<file path="src/rtl/rom_dl_ctrl.sv">
// ROM download sequencer: registers the HPS ioctl byte stream into the core's
// ROM write port with a range check and region decode, and holds the arcade
// core in reset until a download has landed plus a fixed settling time. Menu
// and button soft resets are stretched through the same hold path.
module rom_dl_ctrl #(
    parameter int          EXP_BYTES   = 32768,
    parameter logic [15:0] RGN1_BASE   = 16'h4000,
    parameter logic [15:0] RGN2_BASE   = 16'h6000,
    parameter int          HOLD_CYCLES = 1024
) (
    input  logic        CLK,
    input  logic        RESET,
    input  logic        ioctl_download,
    input  logic        ioctl_wr,
    input  logic [24:0] ioctl_addr,
    input  logic [7:0]  ioctl_dout,
    input  logic        soft_rst,
    output logic [15:0] dn_addr,
    output logic [7:0]  dn_data,
    output logic        dn_wr,
    output logic [1:0]  rgn_sel,
    output logic        core_reset,
    output logic        dl_busy,
    output logic        dl_done,
    output logic        dl_err
);

    localparam int              HW        = (HOLD_CYCLES > 1) ? $clog2(HOLD_CYCLES) : 1;
    localparam logic [HW-1:0]   HOLD_LAST = HW'(HOLD_CYCLES - 1);
    localparam logic [24:0]     EXP_A     = 25'(EXP_BYTES);
    localparam logic [16:0]     EXP_C     = 17'(EXP_BYTES);
    localparam logic [24:0]     R1_A      = {9'd0, RGN1_BASE};
    localparam logic [24:0]     R2_A      = {9'd0, RGN2_BASE};

    typedef enum logic [1:0] {BOOT, LOAD, HOLD, RUN} state_e;

    state_e        state_q, state_d;
    logic [15:0]   dn_addr_q, dn_addr_d;
    logic [7:0]    dn_data_q, dn_data_d;
    logic          dn_wr_q, dn_wr_d;
    logic [1:0]    rgn_q, rgn_d;
    logic          err_q, err_d;
    logic          done_q, done_d;
    logic [16:0]   byte_cnt_q, byte_cnt_d;
    logic [HW-1:0] hold_cnt_q, hold_cnt_d;
    logic          soft_prev_q;

    logic          in_range;
    logic [16:0]   cnt_inc;
    logic [1:0]    rgn_dec;

    assign in_range = (ioctl_addr < EXP_A);
    // Byte counter saturates so a runaway stream can never wrap back to a "good" count.
    assign cnt_inc  = (&byte_cnt_q) ? byte_cnt_q : byte_cnt_q + 17'd1;
    assign rgn_dec  = (ioctl_addr < R1_A) ? 2'd0 :
                      (ioctl_addr < R2_A) ? 2'd1 : 2'd2;

    // Register file: state, write port, status and counters.
    always_ff @(posedge CLK or posedge RESET) begin
        if (RESET) begin
            state_q     <= BOOT;
            dn_addr_q   <= '0;
            dn_data_q   <= '0;
            dn_wr_q     <= 1'b0;
            rgn_q       <= 2'd0;
            err_q       <= 1'b0;
            done_q      <= 1'b0;
            byte_cnt_q  <= '0;
            hold_cnt_q  <= '0;
            soft_prev_q <= 1'b0;
        end else begin
            state_q     <= state_d;
            dn_addr_q   <= dn_addr_d;
            dn_data_q   <= dn_data_d;
            dn_wr_q     <= dn_wr_d;
            rgn_q       <= rgn_d;
            err_q       <= err_d;
            done_q      <= done_d;
            byte_cnt_q  <= byte_cnt_d;
            hold_cnt_q  <= hold_cnt_d;
            soft_prev_q <= soft_rst;
        end
    end

    // Next-state logic; a rising download restarts LOAD from any state but BOOT's
    // own transition, and clears the status for the new image.
    always_comb begin
        state_d    = state_q;
        dn_addr_d  = dn_addr_q;
        dn_data_d  = dn_data_q;
        dn_wr_d    = 1'b0;
        rgn_d      = rgn_q;
        err_d      = err_q;
        done_d     = done_q;
        byte_cnt_d = byte_cnt_q;
        hold_cnt_d = hold_cnt_q;

        case (state_q)
            BOOT: begin
                if (ioctl_download) begin
                    state_d    = LOAD;
                    byte_cnt_d = '0;
                    err_d      = 1'b0;
                    done_d     = 1'b0;
                end
            end
            LOAD: begin
                if (ioctl_wr) begin
                    byte_cnt_d = cnt_inc;
                    if (in_range) begin
                        dn_wr_d   = 1'b1;
                        dn_addr_d = ioctl_addr[15:0];
                        dn_data_d = ioctl_dout;
                        rgn_d     = rgn_dec;
                    end else begin
                        err_d = 1'b1;
                    end
                end
                // Length check sees the count including a strobe on the falling cycle.
                if (!ioctl_download) begin
                    state_d    = HOLD;
                    hold_cnt_d = HOLD_LAST;
                    if (byte_cnt_d != EXP_C) err_d = 1'b1;
                end
            end
            HOLD: begin
                if (ioctl_download) begin
                    state_d    = LOAD;
                    byte_cnt_d = '0;
                    err_d      = 1'b0;
                    done_d     = 1'b0;
                end else if (soft_rst) begin
                    hold_cnt_d = HOLD_LAST;
                end else if (hold_cnt_q == '0) begin
                    state_d = RUN;
                    done_d  = 1'b1;
                end else begin
                    hold_cnt_d = hold_cnt_q - 1'b1;
                end
            end
            RUN: begin
                if (ioctl_download) begin
                    state_d    = LOAD;
                    byte_cnt_d = '0;
                    err_d      = 1'b0;
                    done_d     = 1'b0;
                end else if (soft_rst && !soft_prev_q) begin
                    state_d    = HOLD;
                    hold_cnt_d = HOLD_LAST;
                end
            end
            default: state_d = BOOT;
        endcase
    end

    // soft_rst passes straight through in RUN so the core is held from the very
    // cycle of the request, with no gap before HOLD takes over.
    assign core_reset = (state_q != RUN) || soft_rst;
    assign dl_busy    = (state_q == LOAD);
    assign dn_addr    = dn_addr_q;
    assign dn_data    = dn_data_q;
    assign dn_wr      = dn_wr_q;
    assign rgn_sel    = rgn_q;
    assign dl_done    = done_q;
    assign dl_err     = err_q;

endmodule

</file>
<file path="config.mk">
export PLATFORM = sky130hd
export DESIGN_NAME = rom_dl_ctrl
export DESIGN_NICKNAME = d
export VERILOG_FILES = /design/src/rtl/rom_dl_ctrl.sv
export SDC_FILE = /design/constraint.sdc
export NUM_CORES = 1
export LEC_CHECK = 0
export CORE_ASPECT_RATIO = 1.2
export CORE_MARGIN = 2
export CORE_UTILIZATION = 44
export CTS_BUF_LIST = sky130_fd_sc_hd__clkbuf_8
export DETAILED_ROUTE_END_ITERATION = 7
export PLACE_DENSITY = 0.72
export SETUP_SLACK_MARGIN = 0.2
export SYNTH_ARGS = -nofsm -noshare
export SYNTH_HDL_FRONTEND = slang
export SYNTH_SLANG_ARGS = --single-unit
</file>
<file path="constraint.sdc">
create_clock -name CLK -period 3.1 [get_ports CLK]
set_input_delay 0.62 -clock CLK [delete_from_list [all_inputs] [get_ports CLK]]
set_output_delay 0.62 -clock CLK [all_outputs]
set_load 0.05 [all_outputs]
</file>
# After elaboration in Yosys (flattened, before gate mapping)

Cells that the tools add are included.
W data, S select, Z words.

$add $sub $neg: 2
Order comparisons: 3
Equal/unequal tests: 16
Muxes and demuxes: 35
Reduce and logical (&&, ||, !) cells: 14

Operators by type and width:

| kind                    | count |
|---|---|
| $mux W17                | 4 |
| $mux W10                | 6 |
| $lt A25 B15 Y1 const B  | 2 |
| $pmux W17 S2            | 1 |
| $pmux W10 S3            | 1 |
| $lt A25 B16 Y1 const B  | 1 |
| $mux W2                 | 9 |
| $add A17 B1 Y17 const B | 1 |
| $ne A17 B16 Y1 const B  | 1 |
| $reduce_and A17 Y1      | 1 |
| $ne A2 B2 Y1 const B    | 6 |
| $ne A3 B3 Y1 const B    | 4 |
| $mux W1                 | 11 |
| $logic_not A10 Y1       | 1 |
| $sub A10 B1 Y10 const B | 1 |
| $pmux W2 S4             | 1 |
| $reduce_and A6 Y1       | 1 |
| $reduce_and A5 Y1       | 1 |
| $eq A2 B2 Y1 const B    | 2 |
| $ne A2 B1 Y1 const B    | 2 |
| $pmux W1 S2             | 2 |
| $reduce_and A4 Y1       | 1 |
| $reduce_and A3 Y1       | 1 |
| $reduce_bool A3 Y1      | 1 |
| other kinds (8)         | 8 |

Bits in registers: 59
Bits of input ports: 38
Output and inout bits: 31
Word-level logic and storage cells: 80

# Longest topological paths before layout

Depth in word-level cells: 8
Depth in mapped cells: 8
Gate-level depth less buffers: 8

# Worst setup path after synthesis

OpenSTA, ideal clock, no wires.

Path type: register -> register
Start: reg state_q[1]
End: reg hold_cnt_q[4]
Library setup time: 0.126 ns
Arrival time: 2.138 ns
Path slack: 0.836 ns
Stages on the path, launching flop included: 9
Path buffers: 1
Period minus slack after synthesis: 2.264 ns
Path through: dfrtp_1 -> inv_1 -> ha_1 -> clkbuf_1 -> nor2_1 -> o21ai_0 -> a2111oi_0 -> xnor2_1 -> nand2_1

Word-level cells in the longest chain between the ends: 3
Elaborated cells between the ends (all ways): 11
Classes of those cells: 8 x eq/ne; 1 x mux; 2 x reduce/logical

RTL lines:

| item                                                                | line | text |
|---|---|---|
| start: declaration                                                  | 37   | `state_e state_q, state_d;` |
| start signal: assignment                                            | 72   | `state_q <= state_d;` |
| $eq A2 B1 Y1 *                                                      | n/a  |  |
| net dl_busy                                                         | 23   | `output logic dl_busy,` |
| $ne A2 B2 Y1 (no source line) or $reduce_bool A3 Y1 (tied branches) | n/a  |  |
| $reduce_and A6 Y1 (no source line)                                  | n/a  |  |
| end signal: assignment                                              | 80   | `hold_cnt_q <= hold_cnt_d;` |
| end: declaration                                                    | 45   | `logic [HW-1:0] hold_cnt_q, hold_cnt_d;` |

Mark *: on every way through the listed nets, which the timed path passes. The rest lies on a longest branch.
A chain may end at the register's enable or synchronous reset.

# Worst setup path in the final report

Start: in soft_rst
End: reg hold_cnt_q[8]

Word-level cells in the longest chain between the ends: 3
Elaborated cells between the ends (all ways): 7
Classes of those cells: 2 x eq/ne; 3 x mux; 2 x reduce/logical

RTL lines:

| item                                              | line     | text |
|---|---|---|
| start: declaration                                | 17       | `input logic soft_rst,` |
| $mux W10 or $logic_and A1 B1 Y1 (tied branches)   | 132, 147 |  |
| $mux W10 or $ne A2 B2 Y1 (tied branches)          | n/a      |  |
| $pmux W10 S3 or $reduce_and A6 Y1 (tied branches) | n/a      |  |

Several ways; a longest one is shown, not always the timed one. The select of a mux whose other input is x is not followed.

==> results_tabular.tex <==
\begin{tabular}{lr}
\hline
Metric & Value \\
\hline
\multicolumn{2}{l}{\textbf{Clocking}} \\
\quad Number of post-CTS setup repair buffers & 0 \\
\quad Largest buffer count on any clock path & 2 \\
\quad Clock tree root driver cell & clkbuf\_8 \\
\quad Clock latency at the later pin of the worst-skew pair & 340 ps \\
\quad Number of buffers inserted during clock tree synthesis & 9 \\
\quad Sink count of the clock tree & 59 \\
\quad Number of hold-repair buffers added at the cts stage & 0 \\
\quad Post-CTS resize count & 0 \\
\quad Post-CTS clock slew at the launch and capture registers of the worst setup and hold paths & 70 ps \\
\quad Number of H-tree levels & 3 \\
\quad Clock tree from TritonCTS & done \\
\multicolumn{2}{l}{\textbf{Yosys}} \\
\quad Synth Instances & 365 \\
\quad Number of nets produced by synthesis & 410 \\
\quad Synthesized flop and latch total & 59 \\
\quad Synth warnings & 0 \\
\quad Mapped Area & 3170 µm² \\
\quad Synth area leaders & dfrtp\_1, nand2\_1, o21ai\_0 \\
\quad EDFF count, synth & 0 \\
\quad Cell type with the largest total area after synthesis & dfrtp\_1 \\
\quad Distinct cell type count after synthesis & 54 \\
\quad Share of synthesized flip-flops with an asynchronous set or reset & 100\% \\
\quad Seq/Total Area, Yosys & 46.6\% \\
\quad Mean cell area of the mapped netlist & 8.69 µm² \\
\quad Main flop type after synthesis & dfrtp\_1 \\
\quad Proportion of netlist area held by the largest area contributor & 46.6\% \\
\multicolumn{2}{l}{\textbf{Final layout}} \\
\quad Non-Filler Cell Area, Final & 4160 µm² \\
\quad Growth of design area from synthesis to finish & 31.3\% \\
\quad Count of nets after finishing & 484 \\
\quad Number of antenna repair diodes & 0 \\
\quad Share of layout cells above drive strength 1 & 9.23\% \\
\quad Most frequent cells in the layout & nand2\_1, clkdlybuf4s50\_1, dfrtp\_1, o21ai\_0, nor2\_1 \\
\quad Non-filler cells in the finished layout & 531 \\
\quad Commonest non-fill, non-tap cell in the layout & nand2\_1 \\
\multicolumn{2}{l}{\textbf{Floorplan}} \\
\quad Area of the core & 6900 µm² \\
\quad Die Footprint & 7900 µm² \\
\quad Row count & 33 \\
\quad Height of the chip & 97.0 µm \\
\quad Initial Utilization & 46.0\% \\
\quad Die span in x & 81.5 µm \\
\quad Num ports & 69 \\
\multicolumn{2}{l}{\textbf{Pwr}} \\
\quad P\_sw & 0.856 mW \\
\quad Post-layout total power & 2.35 mW \\
\quad Areal power density over the cells & 565 nW/µm² \\
\quad Worst vdd rail ir drop & 0.463 mV \\
\quad Clock share of power & 29.6\% \\
\quad Internal Power & 1.50 mW \\
\quad Lkg Pwr & 1.83 nW \\
\quad Sequential cell fraction of total power & 36.8\% \\
\quad Switching share of power & 36.4\% \\
\quad Share of total power in combinational logic & 33.7\% \\
\multicolumn{2}{l}{\textbf{Timing}} \\
\quad Final setup violation count & 0 \\
\quad Number of slew-limit violations in the final report & 0 \\
\quad Final total negative setup slack & 0 ps \\
\quad Post-route clock period utilization & 80.2\% \\
\quad Top achievable clock speed & 0.402 GHz \\
\quad Total count of hold-check failures in the final report & 0 \\
\quad Tmin final & 2490 ps \\
\quad Worst slew margin relative to its limit & 60.0\% \\
\quad Setup repair after global routing missed its margin & no \\
\quad Final worst clock skew & 15.6 ps \\
\quad Worst slew pin tran & 600 ps \\
\quad Final worst-path setup slack & 613 ps \\
\multicolumn{2}{l}{\textbf{Place}} \\
\quad IO Port Bufs & 68 \\
\quad Placed cells & 515 \\
\quad Worst setup slack before clock tree synthesis & 287 ps \\
\quad DPL Wire Length & 5580 µm \\
\quad Post-DP Area & 3970 µm² \\
\quad Routability congestion estimate & 0.814 \\
\multicolumn{2}{l}{\textbf{Setup path}} \\
\quad Path type of the worst setup path & in -> reg \\
\quad R2R Path End & dl\_err\$\_DFFE\_PP0P\_ \\
\quad Critical Path RT & 3310 ps \\
\quad Worst flop-to-flop path startpoint & byte\_cnt\_q[0]\$\_DFFE\_PP0P\_ \\
\quad Number of cells on the worst reg-to-reg path & 7 \\
\quad Crit path capture type & flip-flop \\
\quad Worst EP arrival & 2700 ps \\
\quad Critical Path Start Type & input port \\
\quad Top fanout value on the critical path & 6 \\
\quad Register-to-register path setup slack & 660 ps \\
\multicolumn{2}{l}{\textbf{Global routing}} \\
\quad Residual overflow from global routing & 0 \\
\quad Maximum number of pins on one net before global-route repair & 31 \\
\quad Via count of the first global-routing pass & 2822 \\
\quad Wire length of the first global-routing pass & 12700 µm \\
\quad Number of antenna violations at the first check in global routing & 0 \\
\quad Total track usage & 20.5\% \\
\multicolumn{2}{l}{\textbf{Routing}} \\
\quad Number of remaining DRC errors & 0 \\
\quad Number of optimization iterations in the first detailed-route pass & 4 \\
\quad Starting DRC count in detailed routing & 188 \\
\quad Detail-routed via count per cell & 5.47 \\
\quad Count of nets left with antenna violations after detail routing & 0 \\
\quad Sum of routed wire length over all layers & 7700 µm \\
\quad Vias & 2903 \\
\quad Wire per inst & 14.5 µm \\
\multicolumn{2}{l}{\textbf{Hold path}} \\
\quad Startpoint of the most critical hold path & dn\_data[7]\$\_DFFE\_PP0P\_ \\
\quad Endpoint of the worst hold-timing path & dn\_data[7]\$\_DFFE\_PP0P\_ \\
\quad Worst Hold Depth & 2 \\
\quad Hold crit path type & reg -> reg \\
\multicolumn{2}{l}{\textbf{Outcome}} \\
\quad Result of the run & finished, final reports clean \\
\multicolumn{2}{l}{\textbf{Job}} \\
\quad Reported max-cap violation count & 0 \\
\hline
\end{tabular}
-- worst max-delay path, cell delays in order --
cell and delay [ps]:
clkdlybuf4s50_1 520, or4b_1 510, or4b_4 580, nand2_4 100, a2111oi_0 120, xnor2_1 190, nand2_1 70
-- per-layer routing --
layer  track usage [%]  up-vias  routed length, µm
met2              34.7       73               3880
li1                  -     1417                  -
met1              24.6     1398               3250
met5                 0        -                  0
met3              4.20       15                424
met4              9.13        0                137
-- registers in the layout (all words and copies together), names as in the netlist --
signal and count:
dl_err 1, rgn_sel 2, dn_wr 1, dn_data 8
dn_addr 16, state_q 2, soft_prev_q 1, dl_done 1
byte_cnt_q 17, hold_cnt_q 10
-- logic make-up (layout without fill, tap and decap cells) --
group / Yosys count / count (layout) / share of synthesized area (%)
AND/OR/NAND/NOR: 180 / 180 / 27.7
AO/OA/AOI/OAI: 72 / 72 / 15.0
flip-flops: 59 / 59 / 46.6
buffers and inverters: 34 / 113 / 4.34
XOR/XNOR: 10 / 10 / 2.76
adder cells (fa/ha/maj): 7 / 7 / 2.76
multiplexers: 3 / 3 / 0.947
-- area by class of cell --
cell class / instances / area [µm²]
Clock buffer: 10 / 138
Clock inverter: 6 / 56.3
Fill cell: 582 / 2730
Inverter: 18 / 67.6
Multi-Input combinational cell: 272 / 1560
Sequential cell: 59 / 1480
Tap cell: 87 / 109
Timing Repair Buffer: 79 / 758
-- synthesized netlist by cell type, types with 3 or more instances --
cell type / instances
nor3_1: 6
and3_1: 3
inv_1: 18
a21oi_1: 13
o22ai_1: 3
clkbuf_1: 8
mux2i_1: 3
nand2b_1: 5
xnor2_1: 10
o21ai_0: 22
a211oi_1: 5
ha_1: 7
or4_1: 3
a31oi_1: 6
nand2_1: 96
nor4_1: 8
or3_1: 4
nand4_1: 8
nor2_1: 21
buf_2: 7
nand3_1: 9
dfrtp_1: 59
-- worst max-delay path by stage --
stage	start	end	slack (ps)
finish	soft_rst	hold_cnt_q[8]$_DFFE_PP0P_	610
global route	soft_rst	hold_cnt_q[4]$_DFFE_PP0P_	510
CTS	soft_rst	hold_cnt_q[8]$_DFFE_PP0P_	630
detailed placement	soft_rst	hold_cnt_q[8]$_DFFE_PP0P_	290
global placement	soft_rst	hold_cnt_q[8]$_DFFE_PP0P_	320
floorplan	state_q[1]$_DFFE_PP0P_	hold_cnt_q[4]$_DFFE_PP0P_	840
-- through the flow --
stage / hold slack [ps] / utilization (%)
5_1_grt: 487 / 60.4
3_3_place_gp: 447 / 57.5
3_5_place_dp: 455 / 57.5
2_1_floorplan: 484 / -
4_1_cts: 469 / 60.4
6_report: 464 / 60.4
-- power by group through the flow --
stage / combinational, mW / clock [mW] / sequential, mW
6_report: 0.792 / 0.696 / 0.865
5_1_grt: 0.868 / 0.738 / 0.872
4_1_cts: 0.785 / 0.709 / 0.864
3_5_place_dp: 0.782 / 0 / 0.878
3_3_place_gp: 0.768 / 0 / 0.875
2_1_floorplan: 0.497 / 0 / 0.918
No activity file was read; power rests on OpenSTA's default activity.
